===== src/rtl/mem_pkg.sv =====
// mem_pkg: collision-mode constants and address-width helper shared by the read pipeline
package mem_pkg;
    localparam bit READ_FIRST  = 1'b0;
    localparam bit WRITE_FIRST = 1'b1;
    function automatic int addr_w(input int depth);
        return ($clog2(depth) < 1) ? 1 : $clog2(depth);
    endfunction
endpackage


===== src/rtl/mem_rd_pipe_if.sv =====
// mem_rd_pipe_if: write port plus read request/response handshakes of the memory
interface mem_rd_pipe_if import mem_pkg::*; #(
    parameter int WIDTH = 16,
    parameter int DEPTH = 16
);
    localparam int AW = addr_w(DEPTH);
    logic             wen;
    logic [AW-1:0]    waddr;
    logic [WIDTH-1:0] wdata;
    logic             rreq_valid;
    logic             rreq_ready;
    logic [AW-1:0]    raddr;
    logic             rresp_valid;
    logic             rresp_ready;
    logic [WIDTH-1:0] rdata;
    modport master (
        output wen, waddr, wdata, rreq_valid, raddr, rresp_ready,
        input  rreq_ready, rresp_valid, rdata
    );
    modport slave (
        input  wen, waddr, wdata, rreq_valid, raddr, rresp_ready,
        output rreq_ready, rresp_valid, rdata
    );
endinterface


===== src/rtl/mem_rd_stage.sv =====
// mem_rd_stage: one enable-gated valid+data register of the read pipeline
module mem_rd_stage #(
    parameter int WIDTH = 16
) (
    input  logic             clk,
    input  logic             arst_n,
    input  logic             en,
    input  logic             in_valid,
    input  logic [WIDTH-1:0] in_data,
    output logic             out_valid,
    output logic [WIDTH-1:0] out_data
);
    always_ff @(posedge clk or negedge arst_n)
        if (!arst_n) begin
            out_valid <= 1'b0;
            out_data  <= '0;
        end else if (en) begin
            out_valid <= in_valid;
            out_data  <= in_data;
        end
endmodule


===== src/rtl/mem_rd_pipe.sv =====
// mem_rd_pipe: register-array memory with a stallable READ_LATENCY-deep read response pipeline
module mem_rd_pipe #(
    parameter int                     WIDTH        = 16,
    parameter int                     DEPTH        = 16,
    parameter int                     HAS_INIT     = 0,
    parameter logic [WIDTH*DEPTH-1:0] INIT         = '0,
    parameter int                     READ_LATENCY = 1,
    parameter int                     WRITE_FIRST  = 1
) (
    input logic          clk,
    input logic          arst_n,
    mem_rd_pipe_if.slave bus
);
    localparam bit NEW_DATA = WRITE_FIRST == int'(mem_pkg::WRITE_FIRST);
    typedef logic [WIDTH-1:0] mem_t [DEPTH];
    function automatic mem_t preload();
        mem_t m;
        for (int j = 0; j < DEPTH; j++) m[j] = (HAS_INIT != 0) ? INIT[j*WIDTH +: WIDTH] : '0;
        return m;
    endfunction
    mem_t             mem = preload();
    logic             stall;
    logic             v [READ_LATENCY+1];
    logic [WIDTH-1:0] d [READ_LATENCY+1];
    assign stall          = bus.rresp_valid && !bus.rresp_ready;
    assign bus.rreq_ready = !stall;
    assign v[0]           = bus.rreq_valid && !stall;
    assign d[0]           = (NEW_DATA && bus.wen && bus.waddr == bus.raddr) ? bus.wdata : mem[bus.raddr];
    assign bus.rresp_valid = v[READ_LATENCY];
    assign bus.rdata       = d[READ_LATENCY];
    // writes never wait on the read side, but are dropped while reset is held
    always @(posedge clk)
        if (bus.wen && arst_n) mem[bus.waddr] <= bus.wdata;
    for (genvar i = 0; i < READ_LATENCY; i++) begin : g_stage
        mem_rd_stage #(.WIDTH(WIDTH)) u_stage (
            .clk      (clk),
            .arst_n   (arst_n),
            .en       (!stall),
            .in_valid (v[i]),
            .in_data  (d[i]),
            .out_valid(v[i+1]),
            .out_data (d[i+1])
        );
    end
endmodule


===== src/flat_wrapper.sv =====
// flat-port wrapper written by rule: the top's interface ports become plain ports
module mem_rd_pipe_flat 
#(
    parameter int                     WIDTH        = 16,
    parameter int                     DEPTH        = 16,
    parameter int                     HAS_INIT     = 0,
    parameter logic [WIDTH*DEPTH-1:0] INIT         = '0,
    parameter int                     READ_LATENCY = 1,
    parameter int                     WRITE_FIRST  = 1
)
  (clk, arst_n, bus_wen, bus_waddr, bus_wdata, bus_rreq_valid, bus_raddr, bus_rresp_ready, bus_rreq_ready, bus_rresp_valid, bus_rdata);
  mem_rd_pipe_if #(.WIDTH(WIDTH), .DEPTH(DEPTH)) bus_i ();
  input logic clk;
  input logic arst_n;
  input wire logic [$bits(bus_i.wen)-1:0] bus_wen;
  input wire logic [$bits(bus_i.waddr)-1:0] bus_waddr;
  input wire logic [$bits(bus_i.wdata)-1:0] bus_wdata;
  input wire logic [$bits(bus_i.rreq_valid)-1:0] bus_rreq_valid;
  input wire logic [$bits(bus_i.raddr)-1:0] bus_raddr;
  input wire logic [$bits(bus_i.rresp_ready)-1:0] bus_rresp_ready;
  output wire logic [$bits(bus_i.rreq_ready)-1:0] bus_rreq_ready;
  output wire logic [$bits(bus_i.rresp_valid)-1:0] bus_rresp_valid;
  output wire logic [$bits(bus_i.rdata)-1:0] bus_rdata;
  assign bus_i.wen = bus_wen;
  assign bus_i.waddr = bus_waddr;
  assign bus_i.wdata = bus_wdata;
  assign bus_i.rreq_valid = bus_rreq_valid;
  assign bus_i.raddr = bus_raddr;
  assign bus_i.rresp_ready = bus_rresp_ready;
  assign bus_rreq_ready = bus_i.rreq_ready;
  assign bus_rresp_valid = bus_i.rresp_valid;
  assign bus_rdata = bus_i.rdata;
  mem_rd_pipe #(.WIDTH(WIDTH), .DEPTH(DEPTH), .HAS_INIT(HAS_INIT), .INIT(INIT), .READ_LATENCY(READ_LATENCY), .WRITE_FIRST(WRITE_FIRST)) u_core (.clk(clk), .arst_n(arst_n), .bus(bus_i));
endmodule

===== config.mk =====
export PLATFORM = sky130hd
export DESIGN_NAME = mem_rd_pipe_flat
export DESIGN_NICKNAME = d
export VERILOG_FILES = /design/src/rtl/mem_pkg.sv /design/src/rtl/mem_rd_pipe_if.sv /design/src/rtl/mem_rd_stage.sv /design/src/rtl/mem_rd_pipe.sv /design/src/flat_wrapper.sv
export SDC_FILE = /design/constraint.sdc
export NUM_CORES = 1
export LEC_CHECK = 0
export ABC_AREA = 1
export CORE_UTILIZATION = 55
export CTS_BUF_LIST = sky130_fd_sc_hd__clkbuf_8
export DETAILED_ROUTE_END_ITERATION = 16
export PLACE_DENSITY = 0.76
export SYNTH_ARGS = -nofsm -noshare
export SYNTH_HDL_FRONTEND = slang
export SYNTH_SLANG_ARGS = --single-unit

===== constraint.sdc =====
create_clock -name clk -period 1.16 [get_ports clk]
set_input_delay 0.174 -clock clk [delete_from_list [all_inputs] [get_ports clk]]
set_output_delay 0.174 -clock clk [all_outputs]
set_load 0.01 [all_outputs]

==> results of run 1 <==
==> cells in the mapped netlist (all sizes together) <==
| master | number | area, µm² |
|---|---|---|
| nand2 | 440 | 1650 |
| edfxtp | 256 | 7690 |
| nand3 | 181 | 911 |
| inv | 139 | 522 |
| buf | 67 | 445 |
| nor2 | 51 | 191 |
| dfrtp | 17 | 425 |
| clkbuf | 7 | 26.3 |
| xor2 | 3 | 26.3 |
| or2 | 1 | 6.26 |
==> per-stage QoR <==
step | hold WS (ns) | power [mW]
4_1_cts | 0.192 | 20.7
5_1_grt | 0.211 | 21.4
3_5_place_dp | 0.465 | 13.2
2_1_floorplan | -0.122 | 12.3
6_report | 0.235 | 20.7
3_3_place_gp | 0.466 | 13.2
==> final cells by class <==
class,count,share of cell area
sequential,273,0.552
multi-input combinational,676,0.207
timing repair buffer,154,0.126
clock buffer,47,0.0440
inverter,139,0.0358
tap,275,0.0234
clock inverter,33,0.0113
==> metal layers <==
layer | vias to the layer above | GRT usage | routed length, µm
li1 | 4008 | - | -
met1 | 3859 | 0.361 | 11600
met2 | 376 | 0.393 | 12800
met3 | 45 | 0.0517 | 2330
met4 | 0 | 0.0770 | 540
met5 | - | 0 | 0
==> flip-flops by register name (all words and copies together) (netlist names) <==
name                              cells
u_core.g_stage.u_stage.out_data      16
u_core.mem                          256
u_core.g_stage.u_stage.out_valid      1
==> critical path: stages, from the launching register on <==
cell and delay, ns:
dfrtp_1 0.35, inv_1 0.05, nor2_2 0.10, inv_1 0.05, buf_2 0.13
==> where the power goes <==
group	total (mW)	switching (mW)	internal, mW
logic	2.11	1.21	0.895
clock network	7.53	3.56	3.97
registers	11.1	0.0829	11.0
==> cells by family (layout without fill, tap and decap cells) <==
| kind of cell | after synthesis | after routing | share of synthesized area |
|---|---|---|---|
| simple gates | 673 | 673 | 0.232 |
| xor+xnor | 3 | 3 | 0.00221 |
| flops | 273 | 273 | 0.682 |
| buf+inv | 213 | 373 | 0.0835 |
==> cells in the final DEF (no fill, tap or decap) <==
cell type        instances
buf_12                  48
buf_2                    8
buf_4                   59
buf_6                   10
bufbuf_16                1
bufinv_16                1
clkbuf_8                47
clkdlybuf4s50_1         18
clkinv_1                12
clkinv_2                 5
clkinvlp_4               1
dfrtp_1                 17
dlygate4sd2_1            9
dlygate4sd3_1            1
edfxtp_1               256
inv_1                  150
inv_2                    1
inv_4                    1
inv_8                    1
nand2_1                439
nand2_2                  1
nand3_1                164
nand3_2                 12
nand3_4                  5
nor2_1                  33
nor2_2                   1
nor2_4                  17
or2_2                    1
xor2_1                   2
xor2_2                   1
==> path summary, 6_finish.rpt <==
check / startpoint / to / slack (ns)
max: u_core.g_stage[0].u_stage.out_valid / bus_rreq_ready / -0.23
min: bus_rreq_valid / u_core.g_stage[0].u_stage.out_valid / 0.23
max reg2reg: u_core.g_stage[0].u_stage.out_valid / u_core.g_stage[0].u_stage.out_data[8] / 0.01
min reg2reg: u_core.g_stage[0].u_stage.out_data[14] / u_core.g_stage[0].u_stage.out_data[14] / 0.50
max in group asynchronous: arst_n / u_core.g_stage[0].u_stage.out_data[7] / 0.57
min in group asynchronous: arst_n / u_core.g_stage[0].u_stage.out_data[3] / 0.40
==> what timing repair did <==
action | in CTS | in global routing
endpoints found under the setup margin | 260 | 35
endpoints found under the hold margin | 17 | 0
gates resized for setup | 91 | 12
cloned | 1 | 0
hold buffers | 1 | 0
pin swaps | 3 | 2
setup buffers | 9 | 4
==> summary.txt, run 1 <==
Status
  • Status: complete, but fails checks
  • Failing checks: negative setup slack

STA
  • Slew @ Worst Pin: 0.317 ns
  • Min setup slack post-route: -0.231 ns
  • Slew HR: 0.789
  • Setup tns final: -1.69 ns
  • Achievable frequency: 719 MHz
  • Max Slew Vio Count: 0
  • Endpoints failing setup: 18
  • Clock Skew: 0.0267 ns
  • Final hold viol count: 0
  • Period Utilization, post-route: 1.20
  • Period minus WS final: 1.39 ns
  • RSZ-0062 raised after global routing: yes

Synthesis
  • Syn Nets: 1191
  • Seq/Total Area, Yosys: 0.682
  • Syn avg cell area: 10.2 µm²
  • Mapped Cells: 1162
  • Synth unique cells: 15
  • Mapped Area: 11900 µm²
  • Post-synthesis register bit count: 273
  • Yosys warns: 0

Worst hold path
  • Hold-critical path depth: 2
  • Path category of the worst min-delay check: input port to flop

Cells and area
  • Fillers: 1440
  • Final net count: 1316
  • Final Core Density: 0.697
  • Share of layout cells above drive strength 1: 0.167
  • Sequential cell area: 8110 µm²
  • P&R area growth vs syn: 23.6%
  • Multi-input gate area: 3040 µm²
  • Ant. Diodes: 0
  • Final instance area: 14700 µm²
  • Final non-filler cell total: 1597

Power
  • Leak pwr: 6.33 nW
  • Maximum VDD drop: 842 µV
  • Power density over the cells: 1410 nW/µm²

Routing
  • Vias per cell: 5.19
  • TritonRoute pass-1 iters: 6
  • Routed Antenna Nets: 0
  • WL/cell: 17.0 µm
  • Routed WL: 27200 µm
  • Drc violations: 0
  • Via count: 8288
  • DRT iter0 DRCs: 936

CTS
  • CTS H-tree depth: 2
  • Clk buf depth: 3
  • Clock root buffer: clkbuf_8
  • Sink Count: 273
  • Clock buffer count from CTS: 43
  • TritonCTS clock tree: done
  • Clk pin slew, worst setup/hold paths: 0.06 ns
  • Clock Latency Late Sink: 0.54 ns

Floorplan
  • Die H: 149 µm
  • Core area: 21100 µm²
  • Initial core utilization: 0.564
  • DIE WIDTH: 149 µm
  • I/O pin cnt: 47
  • # rows: 53
  • Die footprint: 22200 µm²

Setup path
  • Crit path capture type: output pin
  • Max FO, Critical Path: 2
  • Data required, critical path: 0.99 ns
  • Critical path launch point type: flop
  • Reg2Reg Depth: 6
  • WP data arrival: 1.22 ns
  • Worst setup path category: flop to output pin

GRT
  • Vias in the first global route: 7754
  • Largest net degree at the start of global routing: 48
  • First-pass GRT wire length: 42300 µm
  • Initial antenna violation count: 0
  • Total track usage: 0.253
  • Congestion Overflow GR: 0

Placement
  • Routability cong.: 0.863
  • Placed Area: 13700 µm²
  • Dpl hpwl: 17700 µm
  • Post-place setup slack: -0.713 ns
  • Placed insts: 1502
  • PortBufs: 46

Job
  • Max cap viols: 0
No activity file was read; power rests on OpenSTA's default activity.
==> run 2: changes to the inputs <==
--- a/config.mk
+++ b/config.mk
@@ -5,7 +5,6 @@
 export SDC_FILE = /design/constraint.sdc
 export NUM_CORES = 1
 export LEC_CHECK = 0
-export ABC_AREA = 1
 export CORE_UTILIZATION = 55
 export CTS_BUF_LIST = sky130_fd_sc_hd__clkbuf_8
 export DETAILED_ROUTE_END_ITERATION = 16
==> run 2 against run 1 <==
  * The flow still finishes with violations (negative setup slack)
  * Setup slack worse by 0.22 ns
  * Sequential share of layout area is 4.2 points higher
  * Register-to-register slack worse by 0.46 ns
  * Synthesized area down 6.7%
  * Utilization about the same
  * Via count fell by 26%
  * Critical path depth is the same
  * Final area down 7.1%
  * Critical path type is now flop to flop
  * Total power is 3.1% lower
  * First-iteration DRC count fell by 35%
  * Worst hold slack got worse by 0.038 ns
  * Non-clock buffer count shrank 8
  * Highest routed layer unchanged
==> summary.txt, run 2 <==
Status
  • Status: complete, but fails checks
  • Failing checks: negative setup slack

STA
  • Period minus WS final: 1.61 ns (+0.221 ns)
  • RSZ-0062 raised after global routing: yes
  • Achievable frequency: 621 MHz (-14%)
  • Slew @ Worst Pin: 0.385 ns (+0.0676 ns)
  • Endpoints failing setup: 34 (+16)
  • Setup tns final: -6.09 ns (-4.40 ns)
  • Period Utilization, post-route: 1.39 (+0.190)
  • Final hold viol count: 0 (unchanged)
  • Clock Skew: 0.0184 ns (-0.00829 ns)
  • Min setup slack post-route: -0.452 ns (-0.221 ns)
  • Max Slew Vio Count: 0 (unchanged)
  • Slew HR: 0.743 (-0.0451)

Cells and area
  • Final net count: 753 (-43%)
  • Top reg by flops: u_core.mem
  • Multi-input gate area: 2850 µm² (-6.3%)
  • Top Registers: u_core.mem x256, u_core.g_stage.u_stage.out_data x16, u_core.g_stage.u_stage.out_valid x1
  • Ant. Diodes: 0 (unchanged)
  • Sequential cell area: 8110 µm² (unchanged)
  • Max reg flops: 256 (unchanged)
  • P&R area growth vs syn: 23.1%
  • Fillers: 1200 (-17%)
  • Commonest non-fill, non-tap cell in the layout: edfxtp_1
  • Share of layout cells above drive strength 1: 0.379 (+0.211)
  • Most frequent cells in the layout: 256 x edfxtp_1, 59 x buf_4, 48 x mux4_2
  • Final Core Density: 0.697 (about the same)

Setup path
  • Max FO, Critical Path: 1 (-1)
  • WP data arrival: 2.03 ns (+0.81 ns)
  • Data required, critical path: 1.58 ns (+0.59 ns)
  • CP endpoint: u_core.g_stage[0].u_stage.out_data[13]
  • R2R Path Start: u_core.mem[10][13]
  • Crit. Startpoint: u_core.mem[10][13]
  • Reg2Reg Depth: 4 (-2)
  • Worst setup path category: flop to flop
  • R2r endpoint: u_core.g_stage[0].u_stage.out_data[13]
  • R2R Setup Slk: -0.45 ns (-0.46 ns)
  • Critical path launch point type: flop
  • Crit path capture type: flop

GRT
  • First-pass GRT wire length: 39200 µm (-7.3%)
  • Vias in the first global route: 6422 (-17%)
  • Initial antenna violation count: 0 (unchanged)
  • Largest net degree at the start of global routing: 33 (-31%)
  • Total track usage: 0.274 (+0.0207)
  • Congestion Overflow GR: 0 (unchanged)

Floorplan
  • Die H: 144 µm (-3.4%)
  • # rows: 51 (-3.8%)
  • Initial core utilization: 0.566 (+0.00230)
  • I/O pin cnt: 47 (unchanged)
  • Die footprint: 20700 µm² (-6.6%)
  • DIE WIDTH: 144 µm (-3.4%)
  • Core area: 19600 µm² (-7.1%)

CTS
  • CTS H-tree depth: 2 (unchanged)
  • Clock buffer count from CTS: 42 (-2.3%)
  • TritonCTS clock tree: done
  • Clock Latency Late Sink: 0.55 ns (about the same)
  • Sink Count: 273 (unchanged)
  • Clock root buffer: clkbuf_8
  • Clk buf depth: 3 (unchanged)
  • Clk pin slew, worst setup/hold paths: 0.06 ns (about the same)

Synthesis
  • Dominant cells by area after synthesis: edfxtp_1 69%, mux4_2 7.9%, mux2i_1 4.3%, dfrtp_1 3.8%, mux4_1 2.1%
  • Syn Nets: 612 (-49%)
  • Largest area contributor in the netlist: edfxtp_1
  • Share of the synthesized area in the top cell type: 0.693 (+0.0466)
  • Yosys warns: 0 (unchanged)
  • Synth unique cells: 30 (+15)
  • Commonest cells in the netlist: 256 x edfxtp_1, 48 x mux2i_1, 39 x mux4_2
  • Seq/Total Area, Yosys: 0.731 (+0.0492)
  • Most numerous cell in the Yosys netlist: edfxtp_1
  • Top FF cell, synth: edfxtp_1
  • EDFF count, synth: 256 (unchanged)
  • Post-synthesis register bit count: 273 (unchanged)
  • Ys async rst share: 0.0623 (unchanged)
  • Mapped Area: 11100 µm² (-6.7%)
  • Syn avg cell area: 19.0 µm² (+86%)
  • Mapped Cells: 583 (-50%)

Placement
  • Dpl hpwl: 17100 µm (-3.4%)
  • PortBufs: 46 (unchanged)
  • Routability cong.: 0.858 (-0.59%)

Power
  • Total power: 20.0 mW (-3.1%)
  • Leak pwr: 4.74 nW (-25%)
  • Power density over the cells: 1470 nW/µm² (+4.3%)
  • Maximum VDD drop: 1000 µV (+19%)

Job
  • Max cap viols: 0 (unchanged)

Routing
  • TritonRoute pass-1 iters: 5 (-1)
  • WL/cell: 26.1 µm (+53%)
  • Drc violations: 0 (unchanged)
  • DRT iter0 DRCs: 611 (-35%)
  • Via count: 6110 (-26%)
  • Routed WL: 26700 µm (-1.8%)
  • Routed Antenna Nets: 0 (unchanged)
  • Vias per cell: 5.97 (+15%)

Worst hold path
  • Path category of the worst min-delay check: input port to flop
-- run 2: worst max-delay path, cell delays in order, from the launching register on --
cell and delay (ns):
edfxtp_1 0.45, mux4_2 0.58, mux2i_4 0.21, or2_4 0.15
a31oi_1 0.09
-- run 2: cells by family (layout without fill, tap and decap cells) --
logic type	count (synthesis)	count (layout)	share of synthesized area
simple gates	111	111	0.0537
mux	96	96	0.144
buf+inv	50	224	0.0319
flops	273	273	0.731
compound gates	49	50	0.0344
xor+xnor	4	4	0.00485
-- run 2: timing repair --
item | 4_1_cts | 5_1_grt
cloned | 2 | 1
hold buffers | 1 | 0
endpoints found under the hold margin | 17 | 0
gates resized for setup | 114 | 9
setup buffers | 10 | 4
setup endpoints to repair | 290 | 65
pin swaps | 7 | 5
-- run 2: final cells by class --
class                           count  area share
Sequential cell                   273       0.594
Multi-Input combinational cell    261       0.209
Timing Repair Buffer              146       0.118
Clock buffer                       43      0.0434
Tap cell                          265      0.0243
Clock inverter                     35      0.0112
-- run 2: worst min-delay path by stage --
| stage | startpoint | endpoint | slack, ns | depth (start not counted) |
|---|---|---|---|---|
| 2_1_floorplan | arst_n | u_core.g_stage[0].u_stage.out_data[0] | -0.12 | 0 |
| 3_3_place_gp | u_core.g_stage[0].u_stage.out_data[9] | u_core.g_stage[0].u_stage.out_data[9] | 0.64 | 3 |
| 3_5_place_dp | u_core.g_stage[0].u_stage.out_data[7] | u_core.g_stage[0].u_stage.out_data[7] | 0.66 | 3 |
| 4_1_cts | bus_rreq_valid | u_core.g_stage[0].u_stage.out_valid | 0.17 | 2 |
| 5_1_grt | bus_rreq_valid | u_core.g_stage[0].u_stage.out_valid | 0.20 | 2 |
| 6_report | bus_rreq_valid | u_core.g_stage[0].u_stage.out_valid | 0.20 | 2 |
-- run 2: power breakdown --
part,switching (mW),internal (mW)
sequential,0.0849,11.0
clock,3.62,3.48
combinational,0.988,0.898
-- run 2: layer usage --
metal,global-route usage,share of wire
met1,0.356,0.39
met2,0.453,0.50
met3,0.0470,0.072
met4,0.132,0.043
met5,0,0
-- run 2: through the flow --
step	cell area (µm²)	std cells	worst slack (ns)	hold WS [ns]
5_1_grt	13700	1023	-0.453	0.196
2_1_floorplan	11300	583	-0.365	-0.122
4_1_cts	13600	1021	-0.312	0.169
3_3_place_gp	12700	931	-0.815	0.640
6_report	13700	1023	-0.452	0.197
3_5_place_dp	12700	931	-0.829	0.659
==> run 3: changes to the inputs <==
--- a/config.mk
+++ b/config.mk
@@ -8,7 +8,9 @@
 export CORE_UTILIZATION = 55
 export CTS_BUF_LIST = sky130_fd_sc_hd__clkbuf_8
 export DETAILED_ROUTE_END_ITERATION = 16
+export GPL_TIMING_DRIVEN = 1
 export PLACE_DENSITY = 0.76
+export SLEW_MARGIN = 10
 export SYNTH_ARGS = -nofsm -noshare
 export SYNTH_HDL_FRONTEND = slang
 export SYNTH_SLANG_ARGS = --single-unit
==> results of run 3 <==
Final layout, timing and power as in run 2 (identical DEF).
